[config.mk]
export PLATFORM = sky130hd
export DESIGN_NAME = rst_seq
export DESIGN_NICKNAME = d
export VERILOG_FILES = /design/src/rtl/rst_seq_pkg.sv /design/src/rtl/rst_seq_sync_2ff.sv /design/src/rtl/rst_seq.sv
export SDC_FILE = /design/constraint.sdc
export NUM_CORES = 1
export LEC_CHECK = 0
export CAP_MARGIN = 15
export CELL_PAD_IN_SITES_DETAIL_PLACEMENT = 2
export CELL_PAD_IN_SITES_GLOBAL_PLACEMENT = 2
export CORE_MARGIN = 2
export CORE_UTILIZATION = 34
export CTS_CLUSTER_SIZE = 30
export DETAILED_ROUTE_END_ITERATION = 8
export PLACE_DENSITY = 0.83
export SETUP_SLACK_MARGIN = 0.15
export SYNTH_ARGS = -nofsm -noshare
export SYNTH_HDL_FRONTEND = slang
export SYNTH_SLANG_ARGS = --single-unit
[constraint.sdc]
create_clock -name clk -period 1.4 [get_ports clk]
set_input_delay 0.28 -clock clk [delete_from_list [all_inputs] [get_ports clk]]
set_output_delay 0.28 -clock clk [all_outputs]
set_load 0.02 [all_outputs]
[src/rtl/rst_seq_pkg.sv]
// Shared types and constants for the rst_seq reset sequencer.
package rst_seq_pkg;

    typedef enum logic [1:0] {
        COLD,
        LOCK,
        REL,
        RUN
    } state_t;

    localparam int LOST_CNT_W       = 8;
    localparam int FAST_COLD_CYCLES = 10;
    localparam int FAST_LOCK_STABLE = 4;

endpackage

[src/rtl/rst_seq_sync_2ff.sv]
// Two-flop synchronizer with asynchronous reset to a configurable value.
module sync_2ff #(
    parameter int                 WIDTH   = 1,
    parameter logic [WIDTH-1:0]   RST_VAL = '0
) (
    input  logic             clk,
    input  logic             rst,
    input  logic [WIDTH-1:0] d,
    output logic [WIDTH-1:0] q
);

    logic [WIDTH-1:0] sync_p0;
    logic [WIDTH-1:0] sync_p1;

    always_ff @(posedge clk or posedge rst) begin
        if (rst) begin
            sync_p0 <= RST_VAL;
            sync_p1 <= RST_VAL;
        end else begin
            // stage 0 -> stage 1
            sync_p0 <= d;
            sync_p1 <= sync_p0;
        end
    end

    assign q = sync_p1;

endmodule

[src/rtl/rst_seq.sv]
// Board reset sequencer: cold hold, lock qualification, staged channel release.
// Optional macro RST_SEQ_FAST_SIM_EN shortens the cold hold and lock window.
module rst_seq
    import rst_seq_pkg::*;
#(
    parameter int NUM_CH      = 8,
    parameter int NUM_LOCK    = 2,
    parameter int COLD_CYCLES = 16383,
    parameter int LOCK_STABLE = 64,
    parameter int GAP_CYCLES  = 16
) (
    input  logic                  clk,
    input  logic                  rst,
    input  logic [NUM_LOCK-1:0]   lock_in,
    input  logic                  soft_rst,
    output logic                  sys_rst,
    output logic [NUM_CH-1:0]     ch_rst,
    output logic                  ready,
    output logic [LOST_CNT_W-1:0] lost_cnt
);

`ifdef RST_SEQ_FAST_SIM_EN
    localparam int COLD_EFF = FAST_COLD_CYCLES;
    localparam int STAB_EFF = FAST_LOCK_STABLE;
`else
    localparam int COLD_EFF = COLD_CYCLES;
    localparam int STAB_EFF = LOCK_STABLE;
`endif

    localparam int COLD_W = $clog2(COLD_EFF + 1);
    localparam int STAB_W = $clog2(STAB_EFF + 1);
    localparam int GAP_W  = $clog2(GAP_CYCLES + 1);
    localparam int IDX_W  = $clog2(NUM_CH + 1);

    localparam logic [COLD_W-1:0] COLD_TGT = COLD_W'(COLD_EFF);
    localparam logic [STAB_W-1:0] STAB_TGT = STAB_W'(STAB_EFF);
    localparam logic [GAP_W-1:0]  GAP_TGT  = GAP_W'(GAP_CYCLES);
    localparam logic [IDX_W-1:0]  IDX_LAST = IDX_W'(NUM_CH - 1);

    function automatic logic [LOST_CNT_W-1:0] sat_inc(input logic [LOST_CNT_W-1:0] v);
        return (v == {LOST_CNT_W{1'b1}}) ? v : v + 1'b1;
    endfunction

    logic                rst_int;
    logic [NUM_LOCK-1:0] lock_sync;
    logic                all_lock;

    sync_2ff #(
        .WIDTH   (1),
        .RST_VAL (1'b1)
    ) u_rst_sync (
        .clk (clk),
        .rst (rst),
        .d   (1'b0),
        .q   (rst_int)
    );

    sync_2ff #(
        .WIDTH   (NUM_LOCK),
        .RST_VAL ('0)
    ) u_lock_sync (
        .clk (clk),
        .rst (rst),
        .d   (lock_in),
        .q   (lock_sync)
    );

    assign all_lock = &lock_sync;

    state_t              state, state_nxt;
    logic [COLD_W-1:0]   cold_cnt, cold_nxt, cold_inc;
    logic [STAB_W-1:0]   stab_cnt, stab_nxt, stab_inc;
    logic [GAP_W-1:0]    gap_cnt, gap_nxt, gap_inc;
    logic [IDX_W-1:0]    idx, idx_nxt, idx_inc;
    logic                sys_nxt, ready_nxt;
    logic [NUM_CH-1:0]   ch_nxt;
    logic [LOST_CNT_W-1:0] lost_nxt;

    always_comb begin
        state_nxt = state;
        cold_nxt  = cold_cnt;
        stab_nxt  = stab_cnt;
        gap_nxt   = gap_cnt;
        idx_nxt   = idx;
        sys_nxt   = sys_rst;
        ch_nxt    = ch_rst;
        ready_nxt = ready;
        lost_nxt  = lost_cnt;
        cold_inc  = cold_cnt + 1'b1;
        stab_inc  = stab_cnt + 1'b1;
        gap_inc   = gap_cnt + 1'b1;
        idx_inc   = idx + 1'b1;

        if (soft_rst) begin
            state_nxt = COLD;
            cold_nxt  = '0;
            sys_nxt   = 1'b1;
            ch_nxt    = '1;
            ready_nxt = 1'b0;
        end else if ((state == REL || state == RUN) && !all_lock) begin
            state_nxt = LOCK;
            stab_nxt  = '0;
            sys_nxt   = 1'b1;
            ch_nxt    = '1;
            ready_nxt = 1'b0;
            lost_nxt  = sat_inc(lost_cnt);
        end else begin
            case (state)
                COLD: begin
                    cold_nxt = cold_inc;
                    if (cold_inc == COLD_TGT) begin
                        state_nxt = LOCK;
                        stab_nxt  = '0;
                    end
                end
                LOCK: begin
                    if (!all_lock) begin
                        stab_nxt = '0;
                    end else if (stab_inc == STAB_TGT) begin
                        // channels release lowest-first by shifting zeros in from bit 0
                        sys_nxt = 1'b0;
                        ch_nxt  = ch_rst << 1;
                        idx_nxt = '0;
                        gap_nxt = '0;
                        if (NUM_CH == 1) begin
                            state_nxt = RUN;
                            ready_nxt = 1'b1;
                        end else begin
                            state_nxt = REL;
                        end
                    end else begin
                        stab_nxt = stab_inc;
                    end
                end
                REL: begin
                    if (gap_inc == GAP_TGT) begin
                        gap_nxt = '0;
                        idx_nxt = idx_inc;
                        ch_nxt  = ch_rst << 1;
                        if (idx_inc == IDX_LAST) begin
                            state_nxt = RUN;
                            ready_nxt = 1'b1;
                        end
                    end else begin
                        gap_nxt = gap_inc;
                    end
                end
                RUN: begin
                end
                default: state_nxt = COLD;
            endcase
        end
    end

    always_ff @(posedge clk or posedge rst_int) begin
        if (rst_int) begin
            state    <= COLD;
            cold_cnt <= '0;
            stab_cnt <= '0;
            gap_cnt  <= '0;
            idx      <= '0;
            sys_rst  <= 1'b1;
            ch_rst   <= '1;
            ready    <= 1'b0;
            lost_cnt <= '0;
        end else begin
            state    <= state_nxt;
            cold_cnt <= cold_nxt;
            stab_cnt <= stab_nxt;
            gap_cnt  <= gap_nxt;
            idx      <= idx_nxt;
            sys_rst  <= sys_nxt;
            ch_rst   <= ch_nxt;
            ready    <= ready_nxt;
            lost_cnt <= lost_nxt;
        end
    end

endmodule

==> summary.txt, run 1 <==
Status - stopped before the end
Stopped at - 5_1_grt
Log Error - [ERROR DPL-0033] detailed placement checks failed during check placement.
Starting Density - 0.353
Area leader, netlist - dfrtp_1
# hold bufs at CTS - 0
Post-synthesis compound-gate area fraction - 0.162
Post-GRT worst EP - stab_cnt[1]$_DFFE_PP0P_/D
CTS root buf - clkbuf_8
Dpl cell area - 4300 um2
Count leader, synth - dfrtp_1
Die width - 99.6 um
Clock buffer count from CTS - 5
Die Y - 99.6 um
Largest family of logic cells by synthesized area - simple AND/OR/NAND/NOR gates
Yosys reg bits - 56
Synth Area in Adders - 0.0483
Largest net degree at the start of global routing - 28
Cell area after synthesis - 3110 um2
Mapped Nets - 331
Post-synthesis sequential area ratio - 0.456
H-tree lvl count - 2
Routability Congestion - 0.819
Top-level I/O count - 23
CTS Buffer Depth - 2
Synth cell count leaders - dfrtp_1 (45), nand2_1 (32), nor2_1 (32), inv_1 (18), nand3_1 (16)
Synthesized area per cell - 9.89 um2
Post-Synth Simple-Gate Area - 0.202
Leading post-synthesis cells by cell area - dfrtp_1 (36%), dfstp_2 (9.3%), ha_1 (4.8%)
Mapped Cells - 314
Worst_ep kind - register input
Total clock sinks - 56
Area share of the largest cell type after synthesis - 0.363
Yosys cell types - 62
Num rows - 34
Ys Warns - 0
Initial antenna violation count - 0
Pre-CTS setup slack - -0.780 ns
Synth Area in XOR/XNOR - 0.0620
Async SR Flop Fraction - 1.00
Port Buf Inserts - 22
Multiplexer share of the synthesized area - 0.0375
Post-synth EDFFs - 0
DP HPWL - 9110 um
Top_reg_cell synth - dfrtp_1
## cells by family after synthesis
kind of cell | Yosys count
buf+inv | 25
simple gates | 123
xor+xnor | 22
other cells | 1
compound gates | 64
mux | 11
flops | 56
fa+ha+maj | 12
## per-stage QoR
| stage | std cells | TNS [ns] |
|---|---|---|
| after floorplan | 314 | -13.89 |
| after global placement | 538 | -18.68 |
| after detailed placement | 538 | -26.34 |
| after CTS | 565 | -25.33 |
## what timing repair did
item | in CTS
gates resized for setup | 154
buffers inserted | 19
pin swaps | 12
setup endpoints to repair | 68
==> run 2: changes to the inputs <==
- CELL_PAD_IN_SITES_DETAIL_PLACEMENT: 2 -> unset
- CELL_PAD_IN_SITES_GLOBAL_PLACEMENT: 2 -> unset
- CORE_UTILIZATION: 34 -> 36
- CTS_CLUSTER_SIZE: 30 -> unset
- PLACE_DENSITY: 0.83 -> unset
- PLACE_DENSITY_LB_ADDON: unset -> 0.15
- SETUP_SLACK_MARGIN: 0.15 -> unset
- clock period: 1.4 -> 1.8 ns (I/O delays scaled with it)
==> run 2 against run 1 <==
  * The flow now finishes, with violations (setup timing)
  * Synthesized area stayed put
  * Synthesized cell count is the same
==> summary.txt, run 2 <==
Final setup violation count - 21
CTS tree - done
Synth Area in Adders - 0.0483
DP HPWL - 5570 um
Total clock sinks - 56
Cell area after synthesis - 3110 um2
Post-synth EDFFs - 0
DR vias - 2747
Max Clk Rate - 514 MHz
Top_reg_cell synth - dfrtp_1
Post-route ant nets - 0
Congestion Overflow GR - 0
Final Max Tran Viols - 0
Largest stage delay on the critical path - 0.47 ns
Initial DRT Pass Iterations - 4
Layout Skew - 0.0104 ns
Hold slack - 0.228 ns
# nets final - 456
WP buf/inv - 1
Pwr Total - 2.58 mW
Mapped Nets - 331
Area share of the largest cell type after synthesis - 0.363
Post-synthesis compound-gate area fraction - 0.162
Mapped Cells - 314
Clk slew on worst S/H paths - 0.11 ns
Largest fanout on the critical path - 6
Largest Register - cold_cnt
Top-level I/O count - 23
Final setup margin - -0.146 ns
Layout filler cell count - 728
Die Y - 96.9 um
Hold Vio Cnt, Final - 0
Largest family of logic cells by synthesized area - simple AND/OR/NAND/NOR gates
Violation count after the first detailed-routing iteration - 63
Residual DRC - 0
Die area - 9390 um2
Final Util - 0.579
Most common cell after layout, fill and taps aside - buf_4
Crit path time final - 1.95 ns
Multiplexer share of the synthesized area - 0.0375
Leading post-synthesis cells by cell area - dfrtp_1 (36%), dfstp_2 (9.3%), ha_1 (4.8%)
Failing checks - setup timing
Final worst path period share - 1.08
Crit-path slowest cell - dfrtp_2
Largest net degree at the start of global routing - 22
Routability Congestion - 0.823
# hold bufs at CTS - 0
DR WL/cell - 14.7 um
Setup slack, reg-to-reg - -0.15 ns
Worst-Skew Late Latency - 0.32 ns
N_diodes - 0
Yosys cell types - 62
Status - complete, but fails checks
Yosys reg bits - 56
Post-synthesis sequential area ratio - 0.456
Ys Warns - 0
Most frequent cells in the layout - buf_4 (89), dfrtp_1 (39), nor2_1 (27), nand2_1 (23)
Initial antenna violation count - 0
Num rows - 33
Worst vdd ir - 0.391 mV
Worst path cell trace - inv_2 > ha_4 > nand3_2 > nor3_2 > o2111ai_2 > a211o_1 > a21boi_4 > mux2i_1
Arrival @ worst endpoint - 2.19 ns
Syn-to-layout area delta - 54.8%
Clock buffer count from CTS - 5
R2R cell count - 8
Leakage - 2.12 nW
Top flop regs - cold_cnt x14, ch_rst x8, lost_cnt x8
Launch point of the worst path - cold_cnt[0]
Core area - 8300 um2
Overall Global Routing Usage - 0.174
RR Startpoint - cold_cnt[0]
Async SR Flop Fraction - 1.00
Pre-CTS setup slack - -0.199 ns
Worst R2R End - stab_cnt[1]
Hold Crit Class - input pin to async pin
Die width - 96.9 um
CTS root buf - clkbuf_8
Worst setup EP type - flop
DR vias/cell - 5.04
CTS Buffer Depth - 2
Count leader, synth - dfrtp_1
Synth Area in XOR/XNOR - 0.0620
Synthesized area per cell - 9.89 um2
Startpoint Class - flop
Number of global-route vias before repair - 2864
Starting Density - 0.374
Max-Cap Viols - 0
Routed WL - 8020 um
Worst path depth - 8
Critical path's top delay family - compound AO/OA/AOI/OAI gates
Port Buf Inserts - 22
H-tree lvl count - 2
First-pass GRT wire length - 13600 um
Kind of critical path - flop to flop
Crit path to - stab_cnt[1]
Synth cell count leaders - dfrtp_1 (45), nand2_1 (32), nor2_1 (32), inv_1 (18), nand3_1 (16)
RSZ-0062 raised after global routing - true
Area leader, netlist - dfrtp_1
Crit path required time - 2.05 ns
P per Cell Area - 537 nW/um2
Post-Synth Simple-Gate Area - 0.202
Layout cells sized above 1 - 0.464
Max FFs per register - 14
## run 2: cell counts after synthesis
Identical to the previous run, type by type.
## run 2: where the power goes
| group | leakage [nW] | total [mW] | switching (mW) | internal [mW] |
|---|---|---|---|---|
| Clock | 0.0511 | 0.765 | 0.470 | 0.295 |
| Sequential | 0.718 | 1.42 | 0.0723 | 1.34 |
| Combinational | 1.35 | 0.402 | 0.198 | 0.203 |
## run 2: logic make-up after synthesis
group                      count (synthesis)
xor gates and xnor gates                  22
AOI/OAI and AO/OA                         64
DFF                                       56
buffers and inverters                     25
adders and majority gates                 12
and+or+nand+nor                          123
other                                      1
muxes                                     11
## run 2: repair_timing
item                       4_1_cts  5_1_grt
setup endpoints to repair       49       43
buffers inserted                13       13
gates resized for setup         58       54
pin swaps                       24       37
## run 2: area by class of cell
cell class	instances	area, um2	area share
Multi-Input combinational cell	233	2050	0.426
Sequential cell	56	1420	0.296
Timing Repair Buffer	125	1040	0.216
Tap cell	105	131	0.0273
Clock buffer	5	68.8	0.0143
Inverter	18	67.6	0.0141
Clock inverter	3	28.8	0.00599
## run 2: layer usage
metal  vias up  track usage  share of wire
met5         -            0              0
met4         0       0.0509          0.018
met3        13       0.0253          0.016
met2        20        0.291           0.51
met1      1352        0.233           0.46
li1       1362            -              -
## run 2: worst min-delay path by stage
stage	start	endpoint	slack, ns	cells after the start
after floorplan	rst	u_lock_sync.q[0]	0.15	1
after CTS	rst	u_lock_sync.sync_p0[1]	0.22	2
after global routing	rst	u_lock_sync.q[1]	0.24	2
final	rst	u_lock_sync.sync_p0[1]	0.23	2
after global placement	u_rst_sync.q	lost_cnt[5]	0.28	1
after detailed placement	u_rst_sync.q	lost_cnt[5]	0.29	1
## run 2: stage by stage
stage               cells  instance area, um2  TNS (ns)
floorplan             314                3200   -0.0525
global placement      512                4100     -2.25
detailed placement    512                4100     -3.19
CTS                   533                4480     -1.50
global route          545                4810     -4.62
finish                545                4810     -1.23
No activity file was read; power rests on OpenSTA's default activity.
==> run 3: changes to the inputs <==
- ABC_CLOCK_PERIOD_IN_PS: unset -> 1800
- HOLD_SLACK_MARGIN: unset -> 0.02
==> results of run 3 <==
No change in the layout: final DEF, timing and power equal those of run 2.
==> run 4: changes to the inputs <==
- ABC_AREA: unset -> 0
==> results of run 4 <==
No change in the layout: final DEF, timing and power equal those of run 2.
